`config.mk`:
```
export PLATFORM = sky130hd
export DESIGN_NAME = cordic_pow_frontend
export DESIGN_NICKNAME = d
export VERILOG_FILES = /design/src/rtl/cordic_pow_frontend.sv
export SDC_FILE = /design/constraint.sdc
export NUM_CORES = 1
export LEC_CHECK = 0
export CORE_ASPECT_RATIO = 1.2
export CORE_MARGIN = 2
export CORE_UTILIZATION = 40
export DETAILED_ROUTE_END_ITERATION = 16
export DONT_BUFFER_PORTS = 1
export GPL_ROUTABILITY_DRIVEN = 0
export SYNTH_ARGS = -nofsm -noshare
export SYNTH_HDL_FRONTEND = slang
export SYNTH_SLANG_ARGS = --single-unit
```
`constraint.sdc`:
```
create_clock -name clk -period 1.67 [get_ports clk]
set_input_delay 0.334 -clock clk [delete_from_list [all_inputs] [get_ports clk]]
set_output_delay 0.334 -clock clk [all_outputs]
set_load 0.01 [all_outputs]
```
`src/rtl/cordic_pow_frontend.sv`:
```
// rtl/cordic_pow_frontend.sv - operand front end for a log/exp CORDIC power unit
//
// Accepts one IEEE-754 single-precision operand. It then does one of two things:
//   - Special operands (zero/denormal, infinity, NaN) are answered directly on
//     the bypass port, and the core is never started.
//   - Normal operands are turned into hyperbolic-vectoring inputs
//     (M+1, M-1, unbiased exponent). A start pulse goes to the core, and the
//     block waits for core_done, with a timeout.
//
// Ports:
//   clk, reset      clock; asynchronous active-low reset
//   in_valid/ready  operand handshake, in_data = IEEE-754 operand
//   core_start      one-cycle start pulse to the CORDIC core
//   core_x/core_y   Q3.27 M+1.0 / M-1.0
//   core_exp        unbiased exponent E-127
//   core_sign       result sign (operand sign AND odd exponent N)
//   core_done       core finished (honoured only while waiting)
//   byp_valid/ready special-case result handshake, byp_data = result
//   err             one-cycle pulse when the core times out
module cordic_pow_frontend #(
    parameter logic [7:0] N       = 8'd3,
    parameter logic [5:0] TIMEOUT = 6'd40
) (
    input  logic        clk,
    input  logic        reset,
    input  logic        in_valid,
    output logic        in_ready,
    input  logic [31:0] in_data,
    output logic        core_start,
    output logic [29:0] core_x,
    output logic [29:0] core_y,
    output logic [7:0]  core_exp,
    output logic        core_sign,
    input  logic        core_done,
    output logic        byp_valid,
    input  logic        byp_ready,
    output logic [31:0] byp_data,
    output logic        err
);

    typedef enum logic [1:0] {
        S_IDLE,
        S_ISSUE,
        S_WAIT,
        S_BYPASS
    } state_t;

    state_t      r_state;
    state_t      w_next;
    logic [5:0]  r_cnt;
    logic        r_err;
    logic [29:0] r_core_x;
    logic [29:0] r_core_y;
    logic [7:0]  r_core_exp;
    logic        r_core_sign;
    logic [31:0] r_byp_data;

    logic        w_accept;
    logic        w_special;
    logic        w_timeout;
    logic        w_sign;
    logic [7:0]  w_e;
    logic [22:0] w_f;
    logic [29:0] w_mant;
    logic [31:0] w_byp_res;

    assign w_e       = in_data[30:23];
    assign w_f       = in_data[22:0];
    assign w_sign    = in_data[31] & N[0];
    assign w_accept  = in_valid && (r_state == S_IDLE);
    assign w_special = (w_e == 8'h00) || (w_e == 8'hFF);
    // Restore the hidden leading one: 1.F in Q3.27.
    assign w_mant    = {3'b001, w_f, 4'b0000};
    assign w_timeout = (r_cnt == TIMEOUT - 6'd1);

    // Denormals are flushed to a signed zero. NaNs collapse to the canonical quiet NaN.
    always_comb begin
        w_byp_res = {w_sign, 31'h0};
        if (w_e == 8'hFF) begin
            w_byp_res = (w_f == 23'h0) ? {w_sign, 8'hFF, 23'h0} : 32'h7FC00000;
        end
    end

    always_comb begin
        w_next = r_state;
        case (r_state)
            S_IDLE:   if (w_accept) w_next = w_special ? S_BYPASS : S_ISSUE;
            S_ISSUE:  w_next = S_WAIT;
            S_WAIT:   if (core_done || w_timeout) w_next = S_IDLE;
            S_BYPASS: if (byp_ready) w_next = S_IDLE;
            default:  w_next = S_IDLE;
        endcase
    end

    always_ff @(posedge clk or negedge reset) begin
        if (!reset) begin
            r_state     <= S_IDLE;
            r_cnt       <= 6'd0;
            r_err       <= 1'b0;
            r_core_x    <= 30'h0;
            r_core_y    <= 30'h0;
            r_core_exp  <= 8'h0;
            r_core_sign <= 1'b0;
            r_byp_data  <= 32'h0;
        end else begin
            r_state <= w_next;
            // Counter runs only inside WAIT, so it is zero on every WAIT entry.
            r_cnt   <= (r_state == S_WAIT) ? r_cnt + 6'd1 : 6'd0;
            // A done on the timeout cycle takes priority, so no error is raised.
            r_err   <= (r_state == S_WAIT) && w_timeout && !core_done;
            if (w_accept) begin
                r_core_x    <= w_mant + 30'h08000000;
                r_core_y    <= w_mant - 30'h08000000;
                r_core_exp  <= w_e - 8'd127;
                r_core_sign <= w_sign;
                if (w_special) begin
                    r_byp_data <= w_byp_res;
                end
            end
        end
    end

    assign in_ready   = (r_state == S_IDLE);
    assign core_start = (r_state == S_ISSUE);
    assign byp_valid  = (r_state == S_BYPASS);
    assign err        = r_err;
    assign core_x     = r_core_x;
    assign core_y     = r_core_y;
    assign core_exp   = r_core_exp;
    assign core_sign  = r_core_sign;
    assign byp_data   = r_byp_data;

endmodule

```
==> summary.log, run 1 <==
qor: grt.global_route_wire_length_before_repair 6780 µm
qor: final_layout.num-nets-final 291
qor: sta.clock-skew-final 0.00201 ns
qor: routing.wl_met2 2270 µm
qor: final_layout.final_layout_size_suffix_gt1_share 7.17%
qor: sta.hold_viol_final 0
qor: routing.avgRoutedWirePerCell 13.8 µm
qor: cts.buffers_inserted_during_post_cts_setup_optimization 0
qor: cts.clkSinkCount 45
qor: synthesis.yosys_warnings 0
qor: die.die_w 75.3 µm
qor: cts.htreeDepth 2
qor: cts.post_cts_resized 0
qor: cts.num_cts_buffers 5
qor: setup_path.timing.critical_path.depth 0
qor: synthesis.synth.ff_latch_count 45
qor: routing.initialDrtViolationCount 56
qor: routing.via_count 1533
qor: sta.period_minus_slack 1.49 ns
qor: sta.final.setup.tns 0 ns
qor: setup_path.cp_data_required_time 1.34 ns
qor: flow_run.max_cap_violations 0
qor: cts.cts_max_path_buffers 2
qor: routing.drc_errors 0
qor: die.die_y 89.5 µm
qor: routing.routedLengthMet1 1880 µm
qor: synthesis.synth-seq-area-share 46.2%
qor: sta.final.period_utilization 89.0%
qor: cts.clkSlewWorstSetupHoldPaths 0.08 ns
qor: final_layout.syn2layout_area_growth -4.88%
qor: routing.route.met3.wl 378 µm
qor: sta.maxClockFrequency 0.672 GHz
qor: cts.cts_root_buffer clkbuf_8
qor: die.die-area 6740 µm²
qor: final_layout.final_core_util 38.8%
qor: power.final_total_pwr 3.75 mW
qor: setup_path.reg2reg_setup_slack 0.27 ns
qor: grt.antenna_found_initial 0
qor: die.start_util 40.8%
qor: outcome.outcome finished clean
qor: setup_path.reg2reg_from r_state[1]
qor: routing.postRouteAntennaNets 0
qor: sta.hold_slack 0.103 ns
qor: setup_path.timing.reg2reg.worst_path_depth 5
qor: setup_path.worstSetupEndpointType output port
qor: synthesis.postSynthCellCount 274
qor: die.num_rows 31
qor: setup_path.crit_start byp_data[30]
qor: final_layout.filler_cell_count 629
qor: sta.rsz0062_at_grt false
qor: routing.firstDrtPassIters 4
qor: power.vdd_ir_drop_max 499 µV
qor: synthesis.syn_area 2440 µm²
qor: power.power-per-cell-area 1620 nW/µm²
qor: setup_path.critical_path.endpoint byp_data[23]
qor: place.dp.cells 324
qor: synthesis.ys_top_cells_by_area dfrtp_1 46%, buf_4 20%, nand2_1 13%, xnor2_1 2.2%, nor2_1 1.7%
qor: setup_path.crit_path_start_kind register
qor: hold_path.hp-class input pin to register
qor: grt.grt_pass1_vias 1368
qor: setup_path.cp_data_arrival_time 1.15 ns
qor: die.io_pins 142
qor: grt.grt_use_total 13.6%
qor: synthesis.postSynthAreaPerCell 8.90 µm²
qor: synthesis.synthDistinctLibCells 31
qor: cts.tritoncts yes
qor: synthesis.yosysTopAreaCell dfrtp_1
qor: synthesis.area_share_of_the_largest_cell_type_after_synthesis 46.2%
qor: routing.detailed_route_vias_per_instance 4.60
qor: final_layout.stdcell_count 333
qor: routing.topRoutingLayerUsed met4
qor: final_layout.insertedDiodeCount 0
qor: setup_path.setup.worst_path.class register to output port
qor: setup_path.worst_path_fanout_max 9
qor: sta.setup_violations 0
qor: sta.worst_slew_pin_slew 0.786 ns
qor: cts.clk-insertion-delay-late 0.29 ns
qor: grt.largest_net_degree_at_the_start_of_global_routing 46
qor: sta.report.final.slew_viol_count 0
qor: grt.grt.overflow.total 0
qor: routing.drt_wl_total 4590 µm
qor: setup_path.regToRegEndpoint core_x[26]
qor: sta.relSlewSlack 47.6%
qor: place.dp_hpwl 3460 µm
qor: place.port-buffer-count 0
qor: power.leakagePower 1.17 nW
qor: die.coreArea 5970 µm²
-- through the flow --
step                instance area (µm²)  setup WS (ns)
floorplan                          2560          0.131
global placement                   2190         0.0387
detailed placement                 2190         0.0213
CTS                                2320          0.166
global route                       2320         0.0533
finish                             2320          0.183
-- layout by cell type, fill, tap and decap left out --
cell type	instances
inv_1	5
nand2b_1	1
nand4_1	1
and3_2	2
a221oi_1	1
nor4_1	5
o211ai_1	1
clkbuf_8	6
nor4_4	1
xnor2_1	6
conb_1	35
dlygate4sd3_1	1
xor2_1	4
nand2_1	85
clkbuf_1	1
and4_1	1
buf_16	1
o2bb2ai_1	1
o21ai_2	1
nand3_1	7
and3_1	3
dfrtp_1	45
nor2_1	11
a32o_1	1
a22o_1	1
o21ai_0	8
ha_1	3
o31ai_1	1
a31oi_1	2
buf_4	6
nor3_1	2
and2_1	1
or4b_4	1
-- layer usage --
layer  up-vias  global-route usage, %
li1        730                      -
met5         -                      0
met4         0                   5.26
met1       710                   17.2
met3         6                   3.95
met2        87                   21.7
-- registers in the layout, indices dropped and copies added (netlist names) --
name / count
byp_data: 3
core_x: 2
core_y: 22
core_sign: 1
core_exp: 8
err: 1
r_state: 2
r_cnt: 6
-- synth_stat cells, drive strengths merged --
cell type	instances
nor4	6
a221oi	1
o2bb2ai	1
o21ai	9
o31ai	1
xnor2	6
a32o	1
ha	3
and3	5
nor2	11
xor2	4
nand3	7
a31oi	2
nand2	85
and4	1
nor3	2
buf	68
or4b	1
dfrtp	45
nand4	1
and2	1
nand2b	1
clkbuf	4
conb	1
o211ai	1
inv	5
a22o	1
-- power by group --
| part | leakage [nW] | internal (mW) | switching, mW |
|---|---|---|---|
| logic | 0.555 | 0.312 | 0.562 |
| clock network | 0.0443 | 0.329 | 0.344 |
| registers | 0.568 | 1.51 | 0.699 |
| total | 1.17 | 2.15 | 1.60 |
-- area by class of cell --
| cell class | instances | area (µm²) | area share, % |
|---|---|---|---|
| Tap cell | 82 | 103 | 4.43 |
| Multi-Input combinational cell | 186 | 902 | 38.9 |
| Inverter | 5 | 18.8 | 0.809 |
| Timing Repair Buffer | 8 | 82.6 | 3.56 |
| Sequential cell | 45 | 1130 | 48.6 |
| Clock buffer | 7 | 86.3 | 3.72 |
-- logic make-up after synthesis --
| group | after synthesis | share of synthesized area [%] |
|---|---|---|
| compound gates | 17 | 4.62 |
| xor+xnor | 10 | 3.59 |
| fa+ha+maj | 3 | 1.54 |
| buf+inv | 77 | 22.0 |
| flops | 45 | 46.2 |
| other cells | 1 | 0.154 |
| simple gates | 121 | 21.9 |
-- worst min-delay path by stage --
stage	start	end	depth (start not counted)
after detailed placement	reset	r_cnt[3]	0
after CTS	core_done	err	1
after global routing	core_done	err	1
after global placement	reset	r_cnt[3]	0
final	core_done	err	1
after floorplan	reset	byp_data[22]	0
-- timing repair --
| item | 4_1_cts | 5_1_grt |
|---|---|---|
| hold endpoints to repair | 45 | 0 |
| setup endpoints to repair | 0 | 0 |
| hold buffers | 2 | 0 |
Note: power is estimated with default switching activity, not from simulation.
==> run 2, diff against run 1 <==
==> constraint.sdc (replaced) <==
create_clock -name clk -period 1.67 [get_ports clk]
set_input_delay 0.2505 -clock clk [delete_from_list [all_inputs] [get_ports clk]]
set_output_delay 0.2505 -clock clk [all_outputs]
set_load 0.01 [all_outputs]
==> run 2 against run 1 <==
Die area unchanged. Worst setup slack improved by 0.074 ns. Critical path depth grew 5. Core utilization rose by 0.52 points. Sequential power about the same. Wire length hardly changed. Flip-flop and latch count stayed put. Largest power group unchanged.
==> summary.log, run 2 (same netlist as run 1, synthesis figures left out) <==
qor: grt.grt.overflow.total 0 [unchanged]
qor: die.die-area 6740 µm² [unchanged]
qor: place.port-buffer-count 0 [unchanged]
qor: cts.tritoncts yes
qor: die.num_rows 31 [unchanged]
qor: setup_path.reg2reg_from r_state[1]
qor: final_layout.max_ffs_per_register 22 [unchanged]
qor: setup_path.cp_data_arrival_time 1.64 ns [+0.49 ns]
qor: power.leakagePower 1.18 nW [+0.76%]
qor: cts.htreeDepth 2 [unchanged]
qor: sta.rsz0062_at_grt false
qor: cts.clkSlewWorstSetupHoldPaths 0.09 ns [about the same]
qor: cts.buffers_inserted_during_post_cts_setup_optimization 0 [unchanged]
qor: routing.drc_errors 0 [unchanged]
qor: cts.holdBufCountCts 2 [unchanged]
qor: place.dp_hpwl 3460 µm [about the same]
qor: routing.drt_wl_total 4590 µm [about the same]
qor: sta.worst_slew_pin_slew 0.777 ns [-0.00946 ns]
qor: die.start_util 40.8% [unchanged]
qor: hold_path.min_from byp_ready
qor: sta.period_minus_slack 1.41 ns [-0.0739 ns]
qor: sta.clock-skew-final 0.00750 ns [+0.00549 ns]
qor: hold_path.hp-class input pin to register
qor: flow_run.max_cap_violations 0 [unchanged]
qor: cts.cts_max_path_buffers 2 [unchanged]
qor: cts.clkSinkCount 45 [unchanged]
qor: grt.global_route_wire_length_before_repair 6690 µm [-1.3%]
qor: routing.firstDrtPassIters 4 [unchanged]
qor: setup_path.crit_slowest_cell dfrtp_1
qor: final_layout.insertedDiodeCount 0 [unchanged]
qor: final_layout.filler_cell_count 630 [+0.16%]
qor: setup_path.crit_path_start_kind register
qor: routing.via_count 1540 [+0.46%]
qor: grt.largest_net_degree_at_the_start_of_global_routing 46 [unchanged]
qor: setup_path.critPathTopFamily simple AND/OR/NAND/NOR gates
qor: power.final_total_pwr 3.91 mW [+4.3%]
qor: final_layout.final_layout_size_suffix_gt1_share 7.54% [+0.37 points]
qor: die.io_pins 142 [unchanged]
qor: place.dp_slack 0.0924 ns [+0.0712 ns]
qor: cts.clk-insertion-delay-late 0.30 ns [about the same]
qor: cts.cts_root_buffer clkbuf_8
qor: final_layout.register_area 1130 µm² [unchanged]
qor: power.pwr-share-seq 56.5% [-2.3 points]
qor: sta.final.setup.tns 0 ns [unchanged]
qor: sta.final.period_utilization 84.6% [-4.4 points]
qor: grt.antenna_found_initial 0 [unchanged]
qor: final_layout.total_area_of_multi_input_combinational_cells 902 µm² [unchanged]
qor: power.pwr-share-clk 21.4% [+3.5 points]
qor: sta.relSlewSlack 48.2% [+0.63 points]
qor: final_layout.final_core_util 39.3% [+0.52 points]
qor: setup_path.crit_path_cell_trace nor2_1 > and2_1 > buf_4 > nand2_1 > nand2_1
qor: die.die_w 75.3 µm [unchanged]
qor: power.combPwrFrac 22.1% [-1.2 points]
qor: sta.layout_setup_ws 0.257 ns [+0.0739 ns]
qor: sta.hold_viol_final 0 [unchanged]
qor: power.power-per-cell-area 1670 nW/µm² [+2.9%]
qor: setup_path.worstSetupEndpointType register
qor: outcome.outcome finished clean
qor: final_layout.syn2layout_area_growth -3.59%
qor: setup_path.crit_path_max_incr_delay 0.42 ns
qor: sta.maxClockFrequency 0.708 GHz [+5.2%]
qor: setup_path.cp_data_required_time 1.90 ns [+0.56 ns]
qor: final_layout.num-nets-final 291 [unchanged]
qor: sta.setup_violations 0 [unchanged]
qor: sta.report.final.slew_viol_count 0 [unchanged]
qor: setup_path.setup.worst_path.class register to register
qor: setup_path.crit_start r_state[1]
qor: cts.num_cts_buffers 5 [unchanged]
qor: setup_path.worst_path_fanout_max 19 [+10]
qor: routing.avgRoutedWirePerCell 13.7 µm [-0.34%]
qor: grt.grt_use_total 13.2% [-0.34 points]
qor: power.power.switching_fraction 42.0% [-0.69 points]
qor: power.switching_power 1.65 mW [+2.6%]
qor: setup_path.buf_inv_on_cp 1
qor: routing.postRouteAntennaNets 0 [unchanged]
qor: routing.detailed_route_vias_per_instance 4.61 [+0.16%]
qor: routing.initialDrtViolationCount 65 [+16%]
qor: die.die_y 89.5 µm [unchanged]
qor: cts.post_cts_resized 0 [unchanged]
qor: setup_path.cpMostUsedCell nand2_1
qor: die.coreArea 5970 µm² [unchanged]
qor: grt.grt_pass1_vias 1320 [-3.5%]
qor: power.internal-power 2.27 mW [+5.5%]
qor: power.vdd_ir_drop_max 525 µV [+5.1%]
qor: final_layout.most_frequent_cells_in_the_layout 85 x nand2_1, 45 x dfrtp_1, 35 x conb_1, 11 x nor2_1, 8 x o21ai_0
qor: sta.hold_slack 0.0332 ns [-0.0696 ns]
qor: final_layout.layout.cells.most_common nand2_1
## run 2: layer usage
layer | routed length (µm) | GRT usage, % | up-vias
met3 | 414 | 4.62 | 5
met5 | 0 | 0 | -
met1 | 1850 | 16.9 | 716
met2 | 2240 | 20.7 | 91
li1 | - | - | 728
met4 | 76 | 4.78 | 0
## run 2: layout make-up
type                    instances  share of cell area (%)
clock inverters                 3                    1.97
flip-flops and latches         45                    47.9
repair buffers                  8                    3.62
well taps                      82                    4.37
inverters                       5                   0.799
clock buffers                   5                    2.93
multi-input cells             186                    38.4
## run 2: power by group through the flow
stage,Clock [mW],Combinational [mW],Sequential [mW]
6_report,0.837,0.866,2.21
5_1_grt,0.921,1.02,2.31
4_1_cts,0.865,0.884,2.23
3_5_place_dp,0,0.853,2.24
3_3_place_gp,0,0.822,2.23
2_1_floorplan,0,1.26,1.98
## run 2: final timing paths
path | depth (start not counted) | endpoint | slack (ns)
max reg2reg | 5 | core_y[4] | 0.26
max | 5 | core_y[4] | 0.26
min | 1 | r_state[0] | 0.03
max in group asynchronous | 2 | core_y[24] | 0.99
min reg2reg | 1 | r_cnt[0] | 0.47
min in group asynchronous | 2 | r_cnt[4] | 0.46
## run 2: per-stage QoR
step	area [µm²]	std cells
3_5_place_dp	2190	323
2_1_floorplan	2560	308
6_report	2350	334
3_3_place_gp	2190	323
4_1_cts	2340	333
5_1_grt	2350	334
